===== config.mk =====
export PLATFORM = sky130hd
export DESIGN_NAME = dmem_mmio_responder
export DESIGN_NICKNAME = d
export VERILOG_FILES = /design/src/rtl/dmem_mmio_responder_pkg.sv /design/src/rtl/dmem_mmio_responder_timer.sv /design/src/rtl/dmem_mmio_responder.sv
export SDC_FILE = /design/constraint.sdc
export NUM_CORES = 1
export LEC_CHECK = 0
export CORE_MARGIN = 5
export CORE_UTILIZATION = 45
export CTS_BUF_LIST = sky130_fd_sc_hd__clkbuf_2 sky130_fd_sc_hd__clkbuf_4 sky130_fd_sc_hd__clkbuf_8
export DETAILED_ROUTE_END_ITERATION = 6
export PLACE_DENSITY = 0.86
export SLEW_MARGIN = 10
export SYNTH_ARGS = -nofsm -noshare
export SYNTH_HDL_FRONTEND = slang
export SYNTH_SLANG_ARGS = --single-unit

===== constraint.sdc =====
create_clock -name clock -period 3.3 [get_ports clock]
set_clock_uncertainty 0.2 [all_clocks]
set_input_delay 0.66 -clock clock [delete_from_list [all_inputs] [get_ports clock]]
set_output_delay 0.66 -clock clock [all_outputs]
set_load 0.01 [all_outputs]

===== src/rtl/dmem_mmio_responder_pkg.sv =====
// Shared decode constants, STATUS bit positions and MMIO FSM encoding for the
// data-memory responder.
package dmem_mmio_responder_pkg;

    localparam logic [23:0] MMIO_BASE    = 24'hFFFFFF;

    localparam logic [7:0]  OFF_STATUS   = 8'h00;
    localparam logic [7:0]  OFF_FEED_CMD = 8'h04;
    localparam logic [7:0]  OFF_SENSOR   = 8'h08;
    localparam logic [7:0]  OFF_TICKS    = 8'h0C;
    localparam logic [7:0]  OFF_CMP      = 8'h10;

    localparam int ST_FEED_ACTIVE = 0;
    localparam int ST_DONE        = 1;
    localparam int ST_ERR         = 2;
    localparam int ST_ALARM       = 3;

    typedef enum logic [1:0] {
        S_IDLE = 2'd0,
        S_WAIT = 2'd1,
        S_RESP = 2'd2
    } mmio_state_e;

    function automatic logic [31:0] status_word(input logic feed_active,
                                                input logic done,
                                                input logic err,
                                                input logic alarm);
        logic [31:0] w;
        w                 = '0;
        w[ST_FEED_ACTIVE] = feed_active;
        w[ST_DONE]        = done;
        w[ST_ERR]         = err;
        w[ST_ALARM]       = alarm;
        return w;
    endfunction

endpackage


===== src/rtl/dmem_mmio_responder_timer.sv =====
// Millisecond tick timer: prescaler, 32-bit TICKS counter and CMP register.
// alarm_pulse is high in the cycle whose edge increments TICKS onto CMP.
module mmio_tick_timer
    import dmem_mmio_responder_pkg::*;
#(
    parameter int PRESCALE = 50000
) (
    input  logic        clock,
    input  logic        reset,
    input  logic        ticks_load,
    input  logic        cmp_load,
    input  logic [31:0] wdata,
    output logic [31:0] ticks,
    output logic [31:0] cmp,
    output logic        alarm_pulse
);

    localparam int PW = (PRESCALE > 1) ? $clog2(PRESCALE) : 1;

    logic [PW-1:0] presc_q, presc_d;
    logic [31:0]   ticks_q, ticks_d;
    logic [31:0]   cmp_q,   cmp_d;
    logic          wrap;

    always_comb begin
        presc_d     = presc_q;
        ticks_d     = ticks_q;
        cmp_d       = cmp_load ? wdata : cmp_q;
        alarm_pulse = 1'b0;
        wrap        = (presc_q == PW'(PRESCALE - 1));
        // A TICKS load restarts the millisecond and suppresses that cycle's increment.
        if (ticks_load) begin
            ticks_d = wdata;
            presc_d = '0;
        end else if (wrap) begin
            presc_d     = '0;
            ticks_d     = ticks_q + 32'd1;
            alarm_pulse = (cmp_q != 32'd0) && (ticks_q + 32'd1 == cmp_q);
        end else begin
            presc_d = presc_q + PW'(1);
        end
    end

    always_ff @(posedge clock or negedge reset) begin
        if (!reset) begin
            presc_q <= '0;
            ticks_q <= '0;
            cmp_q   <= '0;
        end else begin
            presc_q <= presc_d;
            ticks_q <= ticks_d;
            cmp_q   <= cmp_d;
        end
    end

    assign ticks = ticks_q;
    assign cmp   = cmp_q;

endmodule


===== src/rtl/dmem_mmio_responder.sv =====
// Data-memory port responder: combinational RAM passthrough plus a wait-stated
// MMIO window hosting the pet-feeder control registers.
module dmem_mmio_responder
    import dmem_mmio_responder_pkg::*;
#(
    parameter int WAIT_CYCLES = 2,
    parameter int PRESCALE    = 50000,
    parameter int RAM_AW      = 12
) (
    input  logic              clock,
    input  logic              reset,
    input  logic [31:0]       address_dmem,
    input  logic [31:0]       data,
    input  logic              wren,
    output logic [31:0]       q_dmem,
    output logic              cpuStall,
    output logic [RAM_AW-1:0] ram_address,
    output logic [31:0]       ram_data,
    output logic              ram_wren,
    input  logic [31:0]       ram_q,
    output logic              feed_active,
    output logic [7:0]        feed_amount,
    input  logic              feed_done,
    input  logic [11:0]       sensor_level
);

    mmio_state_e state_q, state_d;
    logic [3:0]  wait_cnt_q, wait_cnt_d;
    logic [31:0] rdata_q, rdata_d;
    logic        feed_active_q, feed_active_d;
    logic [7:0]  feed_amount_q, feed_amount_d;
    logic        done_q, done_d;
    logic        err_q, err_d;
    logic        alarm_q, alarm_d;
    logic [11:0] sensor_q;

    logic        ram_sel, mmio_sel;
    logic [7:0]  offset;
    logic        wr_commit, rd_commit;
    logic [31:0] read_mux;
    logic [31:0] ticks, cmp;
    logic        alarm_pulse;

    assign ram_sel   = (address_dmem[31:RAM_AW] == '0);
    assign mmio_sel  = (address_dmem[31:8] == MMIO_BASE);
    assign offset    = address_dmem[7:0];

    // Side effects land only on the RESP->IDLE edge, so a stalled access commits once.
    assign wr_commit = (state_q == S_RESP) && mmio_sel && wren;
    assign rd_commit = (state_q == S_RESP) && mmio_sel && !wren;

    mmio_tick_timer #(.PRESCALE(PRESCALE)) u_timer (
        .clock       (clock),
        .reset       (reset),
        .ticks_load  (wr_commit && (offset == OFF_TICKS)),
        .cmp_load    (wr_commit && (offset == OFF_CMP)),
        .wdata       (data),
        .ticks       (ticks),
        .cmp         (cmp),
        .alarm_pulse (alarm_pulse)
    );

    always_comb begin
        case (offset)
            OFF_STATUS: read_mux = status_word(feed_active_q, done_q, err_q, alarm_q);
            OFF_SENSOR: read_mux = {20'd0, sensor_q};
            OFF_TICKS:  read_mux = ticks;
            OFF_CMP:    read_mux = cmp;
            default:    read_mux = 32'd0;
        endcase
    end

    always_comb begin
        state_d    = state_q;
        wait_cnt_d = wait_cnt_q;
        rdata_d    = rdata_q;
        case (state_q)
            S_IDLE: begin
                if (mmio_sel) begin
                    state_d    = S_WAIT;
                    wait_cnt_d = 4'(WAIT_CYCLES - 1);
                end
            end
            S_WAIT: begin
                if (wait_cnt_q == 4'd0) begin
                    state_d = S_RESP;
                    rdata_d = read_mux;
                end else begin
                    wait_cnt_d = wait_cnt_q - 4'd1;
                end
            end
            S_RESP:  state_d = S_IDLE;
            default: state_d = S_IDLE;
        endcase
    end

    always_comb begin
        feed_active_d = feed_active_q;
        feed_amount_d = feed_amount_q;
        done_d        = done_q;
        err_d         = err_q;
        alarm_d       = alarm_q;
        if (rd_commit && (offset == OFF_STATUS)) begin
            done_d  = 1'b0;
            err_d   = 1'b0;
            alarm_d = 1'b0;
        end
        if (wr_commit && (offset == OFF_FEED_CMD)) begin
            if (feed_active_q) begin
                err_d = 1'b1;
            end else if (data[7:0] != 8'd0) begin
                feed_active_d = 1'b1;
                feed_amount_d = data[7:0];
            end
        end
        // Set events follow the clear so they win when both hit the same edge.
        if (feed_done && feed_active_q) begin
            feed_active_d = 1'b0;
            done_d        = 1'b1;
        end
        if (alarm_pulse) begin
            alarm_d = 1'b1;
        end
    end

    always_ff @(posedge clock or negedge reset) begin
        if (!reset) begin
            state_q       <= S_IDLE;
            wait_cnt_q    <= '0;
            rdata_q       <= '0;
            feed_active_q <= 1'b0;
            feed_amount_q <= '0;
            done_q        <= 1'b0;
            err_q         <= 1'b0;
            alarm_q       <= 1'b0;
            sensor_q      <= '0;
        end else begin
            state_q       <= state_d;
            wait_cnt_q    <= wait_cnt_d;
            rdata_q       <= rdata_d;
            feed_active_q <= feed_active_d;
            feed_amount_q <= feed_amount_d;
            done_q        <= done_d;
            err_q         <= err_d;
            alarm_q       <= alarm_d;
            sensor_q      <= sensor_level;
        end
    end

    assign ram_address = address_dmem[RAM_AW-1:0];
    assign ram_data    = data;
    assign ram_wren    = wren && ram_sel;
    assign cpuStall    = reset && mmio_sel && (state_q != S_RESP);
    assign feed_active = feed_active_q;
    assign feed_amount = feed_amount_q;

    always_comb begin
        if (ram_sel) begin
            q_dmem = ram_q;
        end else if (mmio_sel && (state_q == S_RESP)) begin
            q_dmem = rdata_q;
        end else begin
            q_dmem = 32'd0;
        end
    end

endmodule


==> After elaboration in Yosys (flattened, before gate mapping) <==
Index checks and enable logic that the tools add are counted.
{ "totals": {"in_bits": 112, "elab_cells": 82, "ff_bits": 142, "out_inout_bits": 87} }
{ "op_classes": {"n_addsub": 3, "bitwise": 1, "mux": 25, "n_reduce_logical": 28, "n_eq_ne": 13} }
{ "op_table": {"columns": ["cell", "n"], "rows": [
  ["$mux 32", 4],
  ["$pmux 32 s4", 1],
  ["$add 32x1->32 const B", 1],
  ["$eq 32x32->1", 1],
  ["$mux 16", 2],
  ["$reduce_bool 32->1", 1],
  ["$eq 24x24->1 const B", 1],
  ["$logic_not 20->1", 1],
  ["$add 16x1->16 const B", 1],
  ["$eq 16x16->1 const B", 1],
  ["$eq 8x4->1 const B", 2],
  ["$logic_and 1x1->1", 12],
  ["$mux 1", 12],
  ["$reduce_bool 2->1", 5],
  ["$eq 8x3->1 const B", 1],
  ["$eq 8x5->1 const B", 1],
  ["$logic_not 8->1", 1],
  ["$mux 4", 2],
  ["$ne 2x2->1 const B", 4],
  ["$pmux 4 s2", 1],
  ["$reduce_bool 8->1", 1],
  ["$reduce_and 3->1", 2],
  ["$logic_not 4->1", 1],
  ["$mux 2", 2],
  ["8 further kinds", 9]
]} }

==> Longest topological paths before layout <==
Gate-level depths: netlist of the first run.
{ "depth": {"ltp_word": 7, "depth_mapped": 9} }

==> By module <==
Synthesis of the first run repeated with hierarchy kept, for this count alone.
{ "hier_totals": {"hier_cells": 867, "hier_area_um2": 8418.1} }
{ "by_module_without_submodules": {"columns": ["module", "n_inst", "cells_each", "area_each_um2", "seq_area_each_um2"], "rows": [
  ["mmio_tick_timer", 1, 519, 4853.4, 2001.9],
  ["dmem_mmio_responder", 1, 348, 3564.7, 1551.5]
]} }

==> Worst setup path after synthesis of the first run <==
OpenSTA, ideal clock, no wires.
{ "synth_timing": {"path_type": "input -> output", "startpoint": "in address_dmem[28]", "endpoint": "out q_dmem[10]", "path_slack_ns": 0.383, "arrival_time_ns": 2.057, "path_stages": 6, "path_cell_list": "nand4_1 -> nor4_1 -> and4b_1 -> clkbuf_1 -> buf_1 -> a22o_1"} }
{ "synth_via": {"elab_chain_len": 4} }
{ "synth_rtl": {"columns": ["element", "line", "source"], "rows": [
  ["start: declaration", "dmem_mmio_responder.sv:12", "input logic [31:0] address_dmem,"],
  ["$eq 24x24->1", "dmem_mmio_responder.sv:45", "assign mmio_sel = (address_dmem[31:8] == MMIO_BASE);"],
  ["$logic_and 1x1->1", "dmem_mmio_responder.sv:160", "end else if (mmio_sel && (state_q == S_RESP)) begin"],
  ["$mux 32", "dmem_mmio_responder.sv:160", null],
  ["$mux 32 *", "dmem_mmio_responder.sv:158", "if (ram_sel) begin"],
  ["end: declaration", "dmem_mmio_responder.sv:15", "output logic [31:0] q_dmem,"]
]} }
Every way passes the cells marked *; elsewhere a longest branch is shown, timed or not.

==> Final worst setup path of the first run <==
{ "layout_timing": {"startpoint": "in address_dmem[8]", "endpoint": "out q_dmem[8]"} }
{ "layout_via": {"elab_chain_len": 4} }
{ "layout_rtl": {"columns": ["element", "line"], "rows": [
  ["$eq 24x24->1", "dmem_mmio_responder.sv:45"],
  ["$logic_and 1x1->1", "dmem_mmio_responder.sv:160"],
  ["$mux 32", "dmem_mmio_responder.sv:160"],
  ["$mux 32", "dmem_mmio_responder.sv:158"]
]} }
No other way between the ends.

==> results.py, run 1 <==
metrics = {
    "routing": {
        "drc_errors": 0,
        "wl_met2_mm": 12.6,
        "vias": 7298,
        "wl_met3_mm": 2.20,
        "ant_nets": 0,
        "wl_per_cell_um": 19.9,
        "wl_mm": 25.3,
        "firstDrtPassIters": 7,
        "m1WireLength_mm": 9.91,
        "top_layer": "met4",
        "viasPerCell": 5.73,
        "drtIter0Drc": 679,
    },
    "timing": {
        "setup_viol": 0,
        "rsz0062_at_grt": "false",
        "period_minus_slack_ps": 3240,
        "fin_crit_sh": 0.982,
        "tightest_slew_ps": 775,
        "final_max_slew_viol_count": 0,
        "relSlewSlack": 0.483,
        "finalHoldViolations": 0,
        "fmax_mhz": 309,
        "finalSetupTns_ps": 0,
    },
    "yosys": {
        "yosys.area_share.simple": 0.183,
        "syn_avg_cell_area_um2": 9.44,
        "async_flop_share": 1.00,
        "synthMuxAreaShare": 0.0601,
        "ys_ff_latch": 142,
        "synth_edf_count": 0,
        "ys.warnings.count": 0,
        "synth_top_family_by_area": "simple AND/OR/NAND/NOR gates",
        "synth_xor_area_frac": 0.104,
        "netlist_area_um2": 8160,
        "synth-adder-area-share": 0.00613,
        "syn-num-nets": 981,
        "synth_ff_type": "dfrtp_1",
        "synth_cells": 865,
        "seq_area_frac_synth": 0.435,
        "synth-compound-area-share": 0.138,
        "ys_types": 51,
    },
    "finish": {
        "final_common_cell": "clkdlybuf4s50_1",
        "fin_util": 0.599,
        "fillers": 1490,
        "fin_area_um2": 10700,
        "layout-drive-gt1-share": 0.165,
        "final_cell_mix": "clkdlybuf4s50_1, dfrtp_1, nand2_1",
        "syn_to_final_growth_pct": 31.4,
        "nets": 1149,
        "antenna_cells": 0,
    },
    "flow_run": {
        "max_cap_violations": 0,
    },
    "global_routing": {
        "antenna_found_initial": 0,
        "grt_pass1_wl_mm": 38.2,
        "grt.total_usage": 0.238,
        "grt_max_degree": 143,
        "grt_overflow": 0,
        "grt_pass1_vias": 7069,
    },
    "clock_network": {
        "h-tree-depth": 4,
        "clockBufferDepth": 2,
        "root_buffer": "clkbuf_8",
        "clock-sinks": 142,
        "cts_hold_buffers": 0,
        "cts_tree": "yes",
        "cts_buffers": 17,
        "clkTransAtPathRegs_ps": 70,
        "clk_latency_ps": 460,
    },
    "hold_path": {
        "hold_path.class": "primary input to asynchronous set/reset pin",
    },
    "floorplan": {
        "die_y_um": 145,
        "die_w_um": 145,
        "dieArea_um2": 20900,
        "initial_utilization": 0.456,
        "rows": 49,
        "core_um2": 17900,
        "io_pins": 199,
    },
    "worst_setup_path": {
        "critPathRequiredTime_ps": 2440,
        "critPathCaptureType": "output port",
        "cp_max_fo": 8,
        "worstSetupPathType": "primary input to output port",
        "cp.arrival_ps": 2380,
        "start_kind": "primary input",
    },
    "pwr": {
        "vdd_drop_max_mv": 0.213,
        "power_density_nw_per_um2": 310,
        "p_leak_nw": 4.80,
    },
    "placement": {
        "place_congestion": 0.970,
        "numPortBuffers": 198,
        "placed_cell_area_um2": 10300,
        "place_hpwl_mm": 18.5,
    },
    "status": {
        "status": "complete, no violations",
    },
}
timing repair:
| item | 4_1_cts | 5_1_grt |
|---|---|---|
| buffers inserted | 9 | 0 |
| pin swaps | 7 | 7 |
| setup endpoints to repair | 34 | 33 |
| resized for setup | 150 | 12 |
| gates cloned | 2 | 0 |
per-layer routing:
metal,vias to the layer above,track usage
met4,0,0.0869
met2,334,0.406
met1,3534,0.295
met3,46,0.0582
met5,-,0
li1,3384,-
registers in the layout, indices dropped and copies added, names as in the netlist, 2 cells and up:
register / cells
u_timer.cmp: 32
u_timer.ticks: 32
u_timer.presc_q: 16
sensor_q: 12
rdata_q: 32
state_q: 2
wait_cnt_q: 4
feed_amount: 8
critical path: stages:
cell and delay, ps:
dlygate4sd2_1 250, nand4_1 230, nor4_4 310, and4b_2 280, buf_6 110, buf_16 110
buf_8 120, a22o_1 150, buf_2 130
logic make-up (layout without fill, tap and decap cells):
| kind of cell | count (synthesis) | in the layout |
|---|---|---|
| and+or+nand+nor | 295 | 295 |
| AOI/OAI and AO/OA | 170 | 170 |
| DFF | 142 | 142 |
| buffers and inverters | 113 | 292 |
| xor gates and xnor gates | 97 | 97 |
| muxes | 44 | 44 |
| adders and majority gates | 4 | 4 |
per-stage QoR:
stage          cells  hold WS (ps)  setup WS [ps]  power [W]
6_report        1273           131           61.0    0.00333
5_1_grt         1273           232           1.74    0.00345
4_1_cts         1273           189           10.9    0.00336
3_5_place_dp    1232           247           -484    0.00208
3_3_place_gp    1232           236           -426    0.00207
2_1_floorplan    865           164            383    0.00185
cell type report:
class                   instances  area, µm²  share of cell area
multi-input cells             610       4060               0.379
flip-flops and latches        142       3550               0.331
repair buffers                252       2420               0.226
well taps                     229        287              0.0267
clock buffers                  20        269              0.0251
clock inverters                10       91.3             0.00852
inverters                      10       37.5             0.00350
path summary, 6_finish.rpt:
path	depth (start not counted)	slack (ps)	end	start
setup / recovery	9	60	q_dmem[8]	address_dmem[8]
hold / removal	2	130	u_timer.ticks[8]$_DFFE_PN0P_	reset
setup reg to reg	7	380	alarm_q$_DFFE_PN0P_	u_timer.ticks[3]$_DFFE_PN0P_
hold reg to reg	1	250	u_timer.presc_q[0]$_DFF_PN0_	u_timer.presc_q[0]$_DFF_PN0_
max in group asynchronous	2	2150	u_timer.cmp[9]$_DFFE_PN0P_	reset
min in group clock	1	250	u_timer.presc_q[0]$_DFF_PN0_	u_timer.presc_q[0]$_DFF_PN0_
synth_stat cells (all sizes together), types with 2 or more instances:
master    n  area, µm²
or2       2       12.5
a22o     41        359
nand2b    2       12.5
and4      7       61.3
a22oi    21        158
mux2     40        450
a221oi    2       17.5
or4       2       18.8
nor3     16       80.1
nand3    24        120
a222oi    3       30.0
clkbuf   43        163
a21oi    48        240
xnor2    48        420
nor2b     2       12.5
o31ai     2       20.0
xor2     49        429
nand4    29        196
nor2     73        274
nand2    81        304
and2      4       25.0
a21o      4       30.0
inv      10       37.5
nor4     30        194
buf      60        405
a31oi     3       18.8
dfrtp   142       3550
a211oi    3       22.5
nor4bb    3       30.0
o21ai    39        195
nor3b     4       30.0
and3     10       62.6
ha        4       50.1
mux2i     4       40.0
report_power, final:
group	total [W]	internal (W)	switching, W
clock	0.00129	0.000633	0.000655
sequential	0.00175	0.00175	0.00000323
combinational	0.000289	0.000170	0.000120
total	0.00333	0.00255	0.000778
No activity file was read; power rests on OpenSTA's default activity.
==> run 2, diff against run 1 <==
Settings changed: SLEW_MARGIN 10 to unset.
==> results of run 2 <==
No change in the layout: final DEF, timing and power equal those of run 1.
==> run 3, diff against run 2 <==
Settings changed: CORE_MARGIN 5 to 2, CTS_CLUSTER_DIAMETER set to 120.
==> results.py, run 3 (synthesis results as in run 1) <==
metrics = {
    "timing": {
        "finalHoldViolations": 0,
        "fmax_mhz": 307,
        "relSlewSlack": 0.493,
        "final_max_slew_viol_count": 0,
        "setup_viol": 0,
        "fin_crit_sh": 0.987,
        "tightest_slew_ps": 761,
        "fin_ws_ps": 41.9,
        "period_minus_slack_ps": 3260,
    },
    "floorplan": {
        "initial_utilization": 0.456,
        "io_pins": 199,
        "die_w_um": 139,
        "die_y_um": 139,
        "core_um2": 17900,
        "rows": 49,
        "dieArea_um2": 19200,
    },
    "clock_network": {
        "cts_buffers": 17,
        "cts_tree": "yes",
        "h-tree-depth": 4,
        "clock-sinks": 142,
        "clkTransAtPathRegs_ps": 70,
        "clockBufferDepth": 2,
        "clk_latency_ps": 460,
        "root_buffer": "clkbuf_8",
    },
    "status": {
        "status": "complete, no violations",
    },
    "placement": {
        "place_hpwl_mm": 18.2,
        "place_congestion": 0.978,
        "numPortBuffers": 198,
        "placed_cell_area_um2": 10300,
        "pre_cts_ws_ps": -451,
    },
    "routing": {
        "vias": 7512,
        "top_layer": "met4",
        "wl_met2_mm": 12.3,
        "viasPerCell": 5.85,
        "wl_mm": 25.1,
        "wl_per_cell_um": 19.5,
        "firstDrtPassIters": 5,
        "drc_errors": 0,
        "m1WireLength_mm": 10.1,
        "ant_nets": 0,
        "wl_met3_mm": 1.78,
        "drtIter0Drc": 674,
    },
    "worst_setup_path": {
        "critPathRequiredTime_ps": 2440,
        "cp_top_family": "simple AND/OR/NAND/NOR gates",
        "cp.arrival_ps": 2400,
        "crit_top_cell": "buf_6",
        "critical_path.max_stage_delay_ps": 340,
        "crit_path_top_delay_cell": "nor4_2",
        "worstSetupPathType": "primary input to output port",
        "critPathBufInv": 5,
        "critPathCaptureType": "output port",
        "crit_chain": "clkdlybuf4s15_1 -> nand4_1 -> nor4_2 -> and4b_2 -> buf_6 -> buf_4 -> buf_6 -> a22o_1 -> dlygate4sd2_1",
        "cp_max_fo": 5,
        "start_kind": "primary input",
    },
    "global_routing": {
        "grt_pass1_vias": 7510,
        "grt_overflow": 0,
        "antenna_found_initial": 0,
        "grt_max_degree": 143,
        "grt_pass1_wl_mm": 39.9,
        "grt.total_usage": 0.261,
    },
    "pwr": {
        "power_density_nw_per_um2": 314,
        "fin_total_pwr_w": 0.00341,
        "vdd_drop_max_mv": 0.233,
        "p_leak_nw": 4.82,
    },
    "finish": {
        "antenna_cells": 0,
        "syn_to_final_growth_pct": 32.9,
        "final_common_cell": "dfrtp_1",
        "fillers": 1434,
        "layout-drive-gt1-share": 0.166,
        "final_cell_mix": "dfrtp_1, clkdlybuf4s50_1, nand2_1",
        "nets": 1159,
        "fin_area_um2": 10900,
    },
    "flow_run": {
        "max_cap_violations": 0,
    },
    "hold_path": {
        "hold_path.class": "primary input to asynchronous set/reset pin",
    },
}
[run 3: changes by cell type in the layout (fill, tap and decap cells not counted), moves of 4 or more]
cell | before | now
buf_2 | 32 | 11
buf_4 | 37 | 48
clkbuf_2 | 0 | 6
clkdlybuf4s15_1 | 1 | 8
clkdlybuf4s15_2 | 0 | 4
clkdlybuf4s50_1 | 148 | 141
dlygate4sd2_1 | 11 | 27
dlymetal6s2s_1 | 5 | 0
nor4_2 | 2 | 6
[run 3: final timing paths]
| check | start | to | slack (ps) | cells past startpoint |
|---|---|---|---|---|
| setup / recovery | address_dmem[23] | q_dmem[22] | 40 | 9 |
| hold / removal | reset | u_timer.ticks[7]$_DFFE_PN0P_ | 140 | 2 |
| setup reg to reg | u_timer.ticks[11]$_DFFE_PN0P_ | alarm_q$_DFFE_PN0P_ | 360 | 7 |
| hold reg to reg | u_timer.presc_q[0]$_DFF_PN0_ | u_timer.presc_q[0]$_DFF_PN0_ | 270 | 1 |
| max in group asynchronous | reset | sensor_q[10]$_DFF_PN0_ | 2180 | 2 |
| min in group clock | u_timer.presc_q[0]$_DFF_PN0_ | u_timer.presc_q[0]$_DFF_PN0_ | 270 | 1 |
[run 3: area by class of cell]
class                           count  area [µm²]  area share
Sequential cell                   142        3550       0.327
Inverter                           10        37.5     0.00346
Clock inverter                     13         139      0.0128
Timing Repair Buffer              262        2530       0.233
Tap cell                          229         287      0.0264
Clock buffer                       19         255      0.0235
Multi-Input combinational cell    610        4050       0.374
[run 3: report_power, final]
group          internal [W]  leakage, nW  switching, W
sequential          0.00175         1.60    0.00000303
clock              0.000702        0.200      0.000673
combinational      0.000166         3.02      0.000117
total               0.00261         4.82      0.000794
[run 3: metal layers]
| layer | vias up | track usage |
|---|---|---|
| li1 | 3412 | - |
| met1 | 3661 | 0.324 |
| met2 | 386 | 0.442 |
| met3 | 53 | 0.0604 |
| met4 | 0 | 0.106 |
| met5 | - | 0 |
[run 3: through the flow]
step / hold slack, ps / util / cells / setup TNS [ps]
after floorplan: 164 / - / 865 / 0
after global placement: 237 / 0.578 / 1239 / -12750
after detailed placement: 252 / 0.578 / 1239 / -13490
after CTS: 196 / 0.607 / 1284 / 0
after global routing: 218 / 0.606 / 1285 / -448
final: 140 / 0.606 / 1285 / 0
[run 3: what timing repair did]
item / CTS / global route
setup endpoints to repair: 34 / 20
pin swaps: 11 / 6
setup buffers: 9 / 1
hold buffers: 0 / 0
resized for setup: 114 / 21
gates cloned: 4 / 0
